File: src/rtl/ap_mult_pkg.sv
// ============================================================================
// Module   : ap_mult_pkg
// Brief    : Shared types, reset constants and column/tree sizing helpers for
//            the approximate Wallace-tree multiplier.
// Revision : 1.0
// ============================================================================
`default_nettype none

package ap_mult_pkg;

  localparam int c_max_width = 16;
  localparam int c_max_pw    = 2 * c_max_width;

  typedef struct packed {
    logic [c_max_pw-1:0] sum_row;
    logic [c_max_pw-1:0] carry_row;
  } red_rows_t;

  localparam red_rows_t   c_rst_rows  = '0;
  localparam logic        c_rst_valid = 1'b0;
  localparam logic [15:0] c_rst_cnt   = 16'h0000;

  // Number of partial-product bits a[i]&b[j] with i+j == c.
  function automatic int col_height(input int c, input int w);
    if (c < w)             return c + 1;
    else if (c < 2*w - 1)  return 2*w - 1 - c;
    else                   return 0;
  endfunction

  // Lowest multiplicand index contributing to column c.
  function automatic int col_lo(input int c, input int w);
    return (c < w) ? 0 : c - w + 1;
  endfunction

  function automatic int rows_next(input int n);
    return 2 * (n / 3) + (n % 3);
  endfunction

  function automatic int rows_at(input int lvl, input int w);
    int n;
    n = w;
    for (int l = 0; l < lvl; l++) n = rows_next(n);
    return n;
  endfunction

  function automatic int csa_levels(input int w);
    int n;
    int l;
    n = w;
    l = 0;
    while (n > 2) begin
      n = rows_next(n);
      l++;
    end
    return l;
  endfunction

endpackage

`default_nettype wire

File: src/rtl/ap_col_or_cmp.sv
// ============================================================================
// Module   : ap_col_or_cmp
// Brief    : N-input OR compressor collapsing one partial-product column.
// Revision : 1.0
// ============================================================================
`default_nettype none

module ap_col_or_cmp #(
  parameter int N = 2
) (
  input  logic [N-1:0] bits,
  output logic         y
);

  assign y = |bits;

endmodule

`default_nettype wire

File: src/rtl/ap_unsi_wall_pipe_mult.sv
// ============================================================================
// Module   : ap_unsi_wall_pipe_mult
// Brief    : 2-stage pipelined unsigned Wallace-tree multiplier with run-time
//            OR-approximated LSB columns. AP_MULT_STAT_EN adds apx_cnt.
// Revision : 1.0
// ============================================================================
`default_nettype none

module ap_unsi_wall_pipe_mult
  import ap_mult_pkg::*;
#(
  parameter int WIDTH    = 8,
  parameter int APX_COLS = 2
) (
  input  logic               clk,
  input  logic               rst_n,
  input  logic               in_valid,
  output logic               in_ready,
  input  logic [WIDTH-1:0]   a,
  input  logic [WIDTH-1:0]   b,
  input  logic               apx_en,
  output logic               out_valid,
  input  logic               out_ready,
`ifdef AP_MULT_STAT_EN
  output logic [15:0]        apx_cnt,
`endif
  output logic [2*WIDTH-1:0] res
);

  localparam int c_pw   = 2 * WIDTH;
  localparam int c_lvls = csa_levels(WIDTH);
  localparam logic [c_pw-1:0] c_low_mask = (c_pw'(1) << APX_COLS) - c_pw'(1);

  logic              r_s1_valid;
  red_rows_t         r_s1_rows;
  logic              r_s1_apx;
  logic              r_s2_valid;
  logic [c_pw-1:0]   r_res;
  logic              r_s2_apx;

  logic              w_s2_adv;
  logic              w_s1_adv;
  logic [c_pw-1:0]   w_pp_mask;
  logic [c_pw-1:0]   w_lvl [c_lvls+1][WIDTH];
  logic [c_pw-1:0]   w_tree_sum;
  logic [c_pw-1:0]   w_tree_carry;
  red_rows_t         w_rows;
  logic [c_max_pw-1:0] w_full;

  assign w_s2_adv  = !r_s2_valid || out_ready;
  assign w_s1_adv  = !r_s1_valid || w_s2_adv;
  assign in_ready  = w_s1_adv;
  assign out_valid = r_s2_valid;
  assign res       = r_res;

  // Approximate beats drop the low columns from the tree so no carry leaves them.
  assign w_pp_mask = apx_en ? ~c_low_mask : '1;

  for (genvar r = 0; r < WIDTH; r++) begin : g_pp
    assign w_lvl[0][r] = (c_pw'(a & {WIDTH{b[r]}}) << r) & w_pp_mask;
  end

  for (genvar l = 0; l < c_lvls; l++) begin : g_lvl
    localparam int c_n   = rows_at(l, WIDTH);
    localparam int c_grp = c_n / 3;
    localparam int c_rem = c_n % 3;
    localparam int c_nn  = rows_next(c_n);
    for (genvar g = 0; g < c_grp; g++) begin : g_csa
      assign w_lvl[l+1][2*g]   = w_lvl[l][3*g] ^ w_lvl[l][3*g+1] ^ w_lvl[l][3*g+2];
      assign w_lvl[l+1][2*g+1] = ((w_lvl[l][3*g]   & w_lvl[l][3*g+1]) |
                                  (w_lvl[l][3*g]   & w_lvl[l][3*g+2]) |
                                  (w_lvl[l][3*g+1] & w_lvl[l][3*g+2])) << 1;
    end
    for (genvar r = 0; r < c_rem; r++) begin : g_pass
      assign w_lvl[l+1][2*c_grp+r] = w_lvl[l][3*c_grp+r];
    end
    for (genvar r = c_nn; r < WIDTH; r++) begin : g_fill
      assign w_lvl[l+1][r] = '0;
    end
  end

  assign w_tree_sum   = w_lvl[c_lvls][0];
  assign w_tree_carry = w_lvl[c_lvls][1];

  if (APX_COLS > 0) begin : g_apx
    logic [APX_COLS-1:0] w_or;
    for (genvar c = 0; c < APX_COLS; c++) begin : g_col
      localparam int c_h  = col_height(c, WIDTH);
      localparam int c_lo = col_lo(c, WIDTH);
      logic [c_h-1:0] w_bits;
      for (genvar k = 0; k < c_h; k++) begin : g_bit
        assign w_bits[k] = a[c_lo+k] & b[c-c_lo-k];
      end
      ap_col_or_cmp #(.N(c_h)) u_or (
        .bits (w_bits),
        .y    (w_or[c])
      );
    end
    always_comb begin
      w_rows = c_rst_rows;
      w_rows.sum_row[c_pw-1:0]   = w_tree_sum;
      w_rows.carry_row[c_pw-1:0] = w_tree_carry;
      if (apx_en) w_rows.sum_row[APX_COLS-1:0] = w_or;
    end
  end else begin : g_exact
    always_comb begin
      w_rows = c_rst_rows;
      w_rows.sum_row[c_pw-1:0]   = w_tree_sum;
      w_rows.carry_row[c_pw-1:0] = w_tree_carry;
    end
  end

  always_ff @(posedge clk or negedge rst_n) begin
    if (!rst_n) begin
      r_s1_valid <= c_rst_valid;
      r_s1_rows  <= c_rst_rows;
      r_s1_apx   <= 1'b0;
    end else if (w_s1_adv) begin
      r_s1_valid <= in_valid;
      if (in_valid) begin
        r_s1_rows <= w_rows;
        r_s1_apx  <= apx_en;
      end
    end
  end

  assign w_full = r_s1_rows.sum_row + r_s1_rows.carry_row;

  if (c_pw < c_max_pw) begin : g_hi
    logic w_unused_hi;
    assign w_unused_hi = |w_full[c_max_pw-1:c_pw];
  end

  always_ff @(posedge clk or negedge rst_n) begin
    if (!rst_n) begin
      r_s2_valid <= c_rst_valid;
      r_res      <= '0;
      r_s2_apx   <= 1'b0;
    end else if (w_s2_adv) begin
      r_s2_valid <= r_s1_valid;
      if (r_s1_valid) begin
        r_res    <= w_full[c_pw-1:0];
        r_s2_apx <= r_s1_apx;
      end
    end
  end

`ifdef AP_MULT_STAT_EN
  logic [15:0] r_apx_cnt;

  always_ff @(posedge clk or negedge rst_n) begin
    if (!rst_n) begin
      r_apx_cnt <= c_rst_cnt;
    end else if (r_s2_valid && out_ready && r_s2_apx && (r_apx_cnt != 16'hFFFF)) begin
      r_apx_cnt <= r_apx_cnt + 16'd1;
    end
  end

  assign apx_cnt = r_apx_cnt;
`else
  logic w_unused_apx;
  assign w_unused_apx = r_s2_apx;
`endif

endmodule

`default_nettype wire

File: config.mk
export PLATFORM = sky130hd
export DESIGN_NAME = ap_unsi_wall_pipe_mult
export DESIGN_NICKNAME = d
export VERILOG_FILES = /design/src/rtl/ap_mult_pkg.sv /design/src/rtl/ap_col_or_cmp.sv /design/src/rtl/ap_unsi_wall_pipe_mult.sv
export SDC_FILE = /design/constraint.sdc
export NUM_CORES = 1
export LEC_CHECK = 0
export BUFFER_PORTS_ARGS = -buffer_cell sky130_fd_sc_hd__buf_2
export CAP_MARGIN = 25
export CORE_MARGIN = 2
export CORE_UTILIZATION = 40
export DETAILED_ROUTE_END_ITERATION = 10
export PLACE_DENSITY = 0.64
export SETUP_SLACK_MARGIN = 0.5
export SYNTH_ARGS = -nofsm -noshare
export SYNTH_HDL_FRONTEND = slang
export SYNTH_HIERARCHICAL = 1
export SYNTH_SLANG_ARGS = --single-unit
File: constraint.sdc
create_clock -name clk -period 1.9 [get_ports clk]
set_clock_uncertainty 0.1 [all_clocks]
set_input_delay 0.285 -clock clk [delete_from_list [all_inputs] [get_ports clk]]
set_output_delay 0.285 -clock clk [all_outputs]
set_load 0.05 [all_outputs]
==> reports/results.ini <==
[run_status]
run_status = complete, but fails checks
violations = setup timing

[timing]
finalSetupViolCount = 21
maxSlewViolCount = 0
slew_headroom_pct = 71.1
fin_crit_ns = 2.59
worstMarginPinSlew_ns = 0.433
setup_ws_ns = -0.692
rsz0062_at_grt = true
final_hold_viol_count = 0
period_share_pct = 136
fmax_mhz = 386

[worst_setup_path]
worst_path_most_repeated_cell = fa_1
crit_fanout = 6
crit_type = input pin to flop
worstPathCellList = buf_12, nand2_1, fa_1, fa_1, fa_1, inv_1, fa_2, mux2_4
worstPathArrival_ns = 2.67
worstReg2RegStart = r_s1_rows[37]
end_kind = flop
cp.buffers_inverters = 2
required_ns = 1.98
cp_slowest_cell = fa_1
critPathLaunchType = input pin
critPathTopFamily = adder cells
critical_path.max_stage_delay_ns = 0.57
crit_path_start = a[4]

[route]
drt-pass1-iter-count = 4
wirelength_um = 7150
drt_iter0_markers = 106
drt.antenna.violating_nets = 0
routed_via_density = 4.76
wire_per_inst_um = 13.6
vias = 2503
drc = 0

[grt]
antenna_found_initial = 0
grt_max_degree = 28
grtUsageTotal_pct = 16.0
gr-total-overflow = 0
grt_pass1_wl_um = 12600
grt_pass1_vias = 2681

[power]
p_seq_share_pct = 27.6
switchingPower_mw = 2.25
switching_share_pct = 41.6
leakagePower_nw = 2.39
peakVddDrop_v = 0.000443
comb_power_share_pct = 59.5
p_int_mw = 3.16
power_frac_clock_pct = 12.9
p_per_area_nw_per_um2 = 1070

[cts]
clock_sinks = 44
htreeDepth = 2
clk_pin_slew_ns = 0.08
clk_latency_ns = 0.30
cts_buffer_depth = 2
root_buffer = clkbuf_8
cts_inserted_buffers = 5
tritoncts = built

[finish]
n_fill_cell = 706
multiInputGateArea_um2 = 2780
layout_common_cells = nand2_1, dfrtp_1, buf_4
antennaDiodeCount = 0
post-route-util_pct = 58.9
syn_to_final_growth_pct = 44.8
drive_gt1_share_pct = 51.0
regArea_um2 = 1100
nNetsFinal = 502
final_common_cell = nand2_1

[floorplan]
dieArea_um2 = 9510
start_util_pct = 40.7
coreArea_um2 = 8590
num_rows = 34
io_pins = 39
die_w_um = 97.5
die_y_um = 97.5

[placement]
place.gp.congestion = 0.800
place_hpwl_um = 5530
io_buffer_count = 38
dp_slack_ns = -1.11

[logic_synthesis]
yosysSeqAreaShare_pct = 31.5
synth_flop_cell = dfrtp_1
synthCells = 329
syn_avg_cell_area_um2 = 10.6
ys_warn_count = 6
synth_edf_count = 0
synth_area_um2 = 3500
mappedNetlistNets = 414
ys_ff_latch = 44
async_flop_share_pct = 100
synth_cell_types = 42

[hold_path]
hold_class = input pin to flop
min_from = in_valid

[run]
cap_violations = 0

layout make-up:
class,count,share of cell area [%]
Clock inverter,2,0.692
Multi-Input combinational cell,247,54.9
Tap cell,108,2.67
Clock buffer,6,1.43
Sequential cell,44,21.8
Inverter,30,2.22
Timing Repair Buffer,89,16.3
synthesized netlist by cell type (4+ instances only):
master,instances,area (um2)
and2_1,31,194
mux2_1,24,270
clkbuf_1,4,15.0
fa_1,39,781
ha_1,25,313
nand2b_1,6,37.5
inv_1,30,113
a21oi_1,5,25.0
o21ai_1,8,40.0
nand2_1,65,244
dfrtp_1,44,1100
state kept, by name, summed over array words and instances, names as in the netlist:
signal and cells:
r_s1_valid 1, res 16, out_valid 1, r_s1_rows 26
final timing paths:
check / endpoint / slack (ns) / cells past startpoint
min in group asynchronous: res[0] / 0.36 / 2
hold reg to reg: res[5] / 0.38 / 2
max in group asynchronous: r_s1_rows[8] / 0.86 / 3
hold / removal: r_s1_valid / 0.12 / 2
setup / recovery: r_s1_rows[39] / -0.69 / 8
setup reg to reg: res[13] / 0.02 / 8
metrics by stage:
stage               total power, mW  setup TNS [ns]  instance area (um2)  hold WS, ns  instances
floorplan                      3.45          -14.14                 3730       -0.111        329
global placement               4.03          -18.43                 4190        0.143        493
detailed placement             4.09          -18.96                 4190        0.149        493
CTS                            5.18          -10.38                 4790        0.119        515
global route                   5.84          -10.87                 5060        0.140        526
finish                         5.41           -9.99                 5060        0.123        526
metal layers:
layer	wire (um)	part of all wire [%]	vias to the layer above	GRT usage (%)
met4	115	1.6	0	5.24
met3	192	2.7	8	2.52
met1	3270	46	1207	21.5
met5	0	0	-	0
met2	3570	50	40	26.8
li1	-	-	1248	-
cell families (layout without fill, tap and decap cells):
family	after synthesis	count (layout)	share of synthesized area, %
adder cells (fa/ha/maj)	64	64	31.3
AO/OA/AOI/OAI	32	32	6.48
XOR/XNOR	4	4	1.00
multiplexers	27	27	8.59
flip-flops	44	44	31.5
buffers and inverters	38	127	4.44
AND/OR/NAND/NOR	120	120	16.7
power by group through the flow:
| stage | combinational, mW | sequential (mW) | clock [mW] |
|---|---|---|---|
| floorplan | 1.52 | 1.93 | 0 |
| detailed placement | 2.60 | 1.49 | 0 |
| global route | 3.55 | 1.54 | 0.760 |
| finish | 3.22 | 1.49 | 0.699 |
| global placement | 2.55 | 1.48 | 0 |
| CTS | 2.99 | 1.48 | 0.712 |
worst reg2reg max path, cell delays in order (launching register included):
cell and delay, ns:
dfrtp_1 0.40, ha_4 0.16, inv_2 0.04, fa_2 0.35, nand2b_4 0.18, a21oi_4 0.15, o211ai_1 0.12, mux2i_1 0.16
o311ai_1 0.11
what timing repair did:
| item | 4_1_cts | 5_1_grt |
|---|---|---|
| hold endpoints to repair | 17 | 0 |
| gates resized for setup | 96 | 44 |
| buffers inserted | 13 | 11 |
| pin swaps | 40 | 30 |
| setup endpoints to repair | 31 | 36 |
| hold buffers | 1 | 0 |
Power figures use the tool's default switching activity.
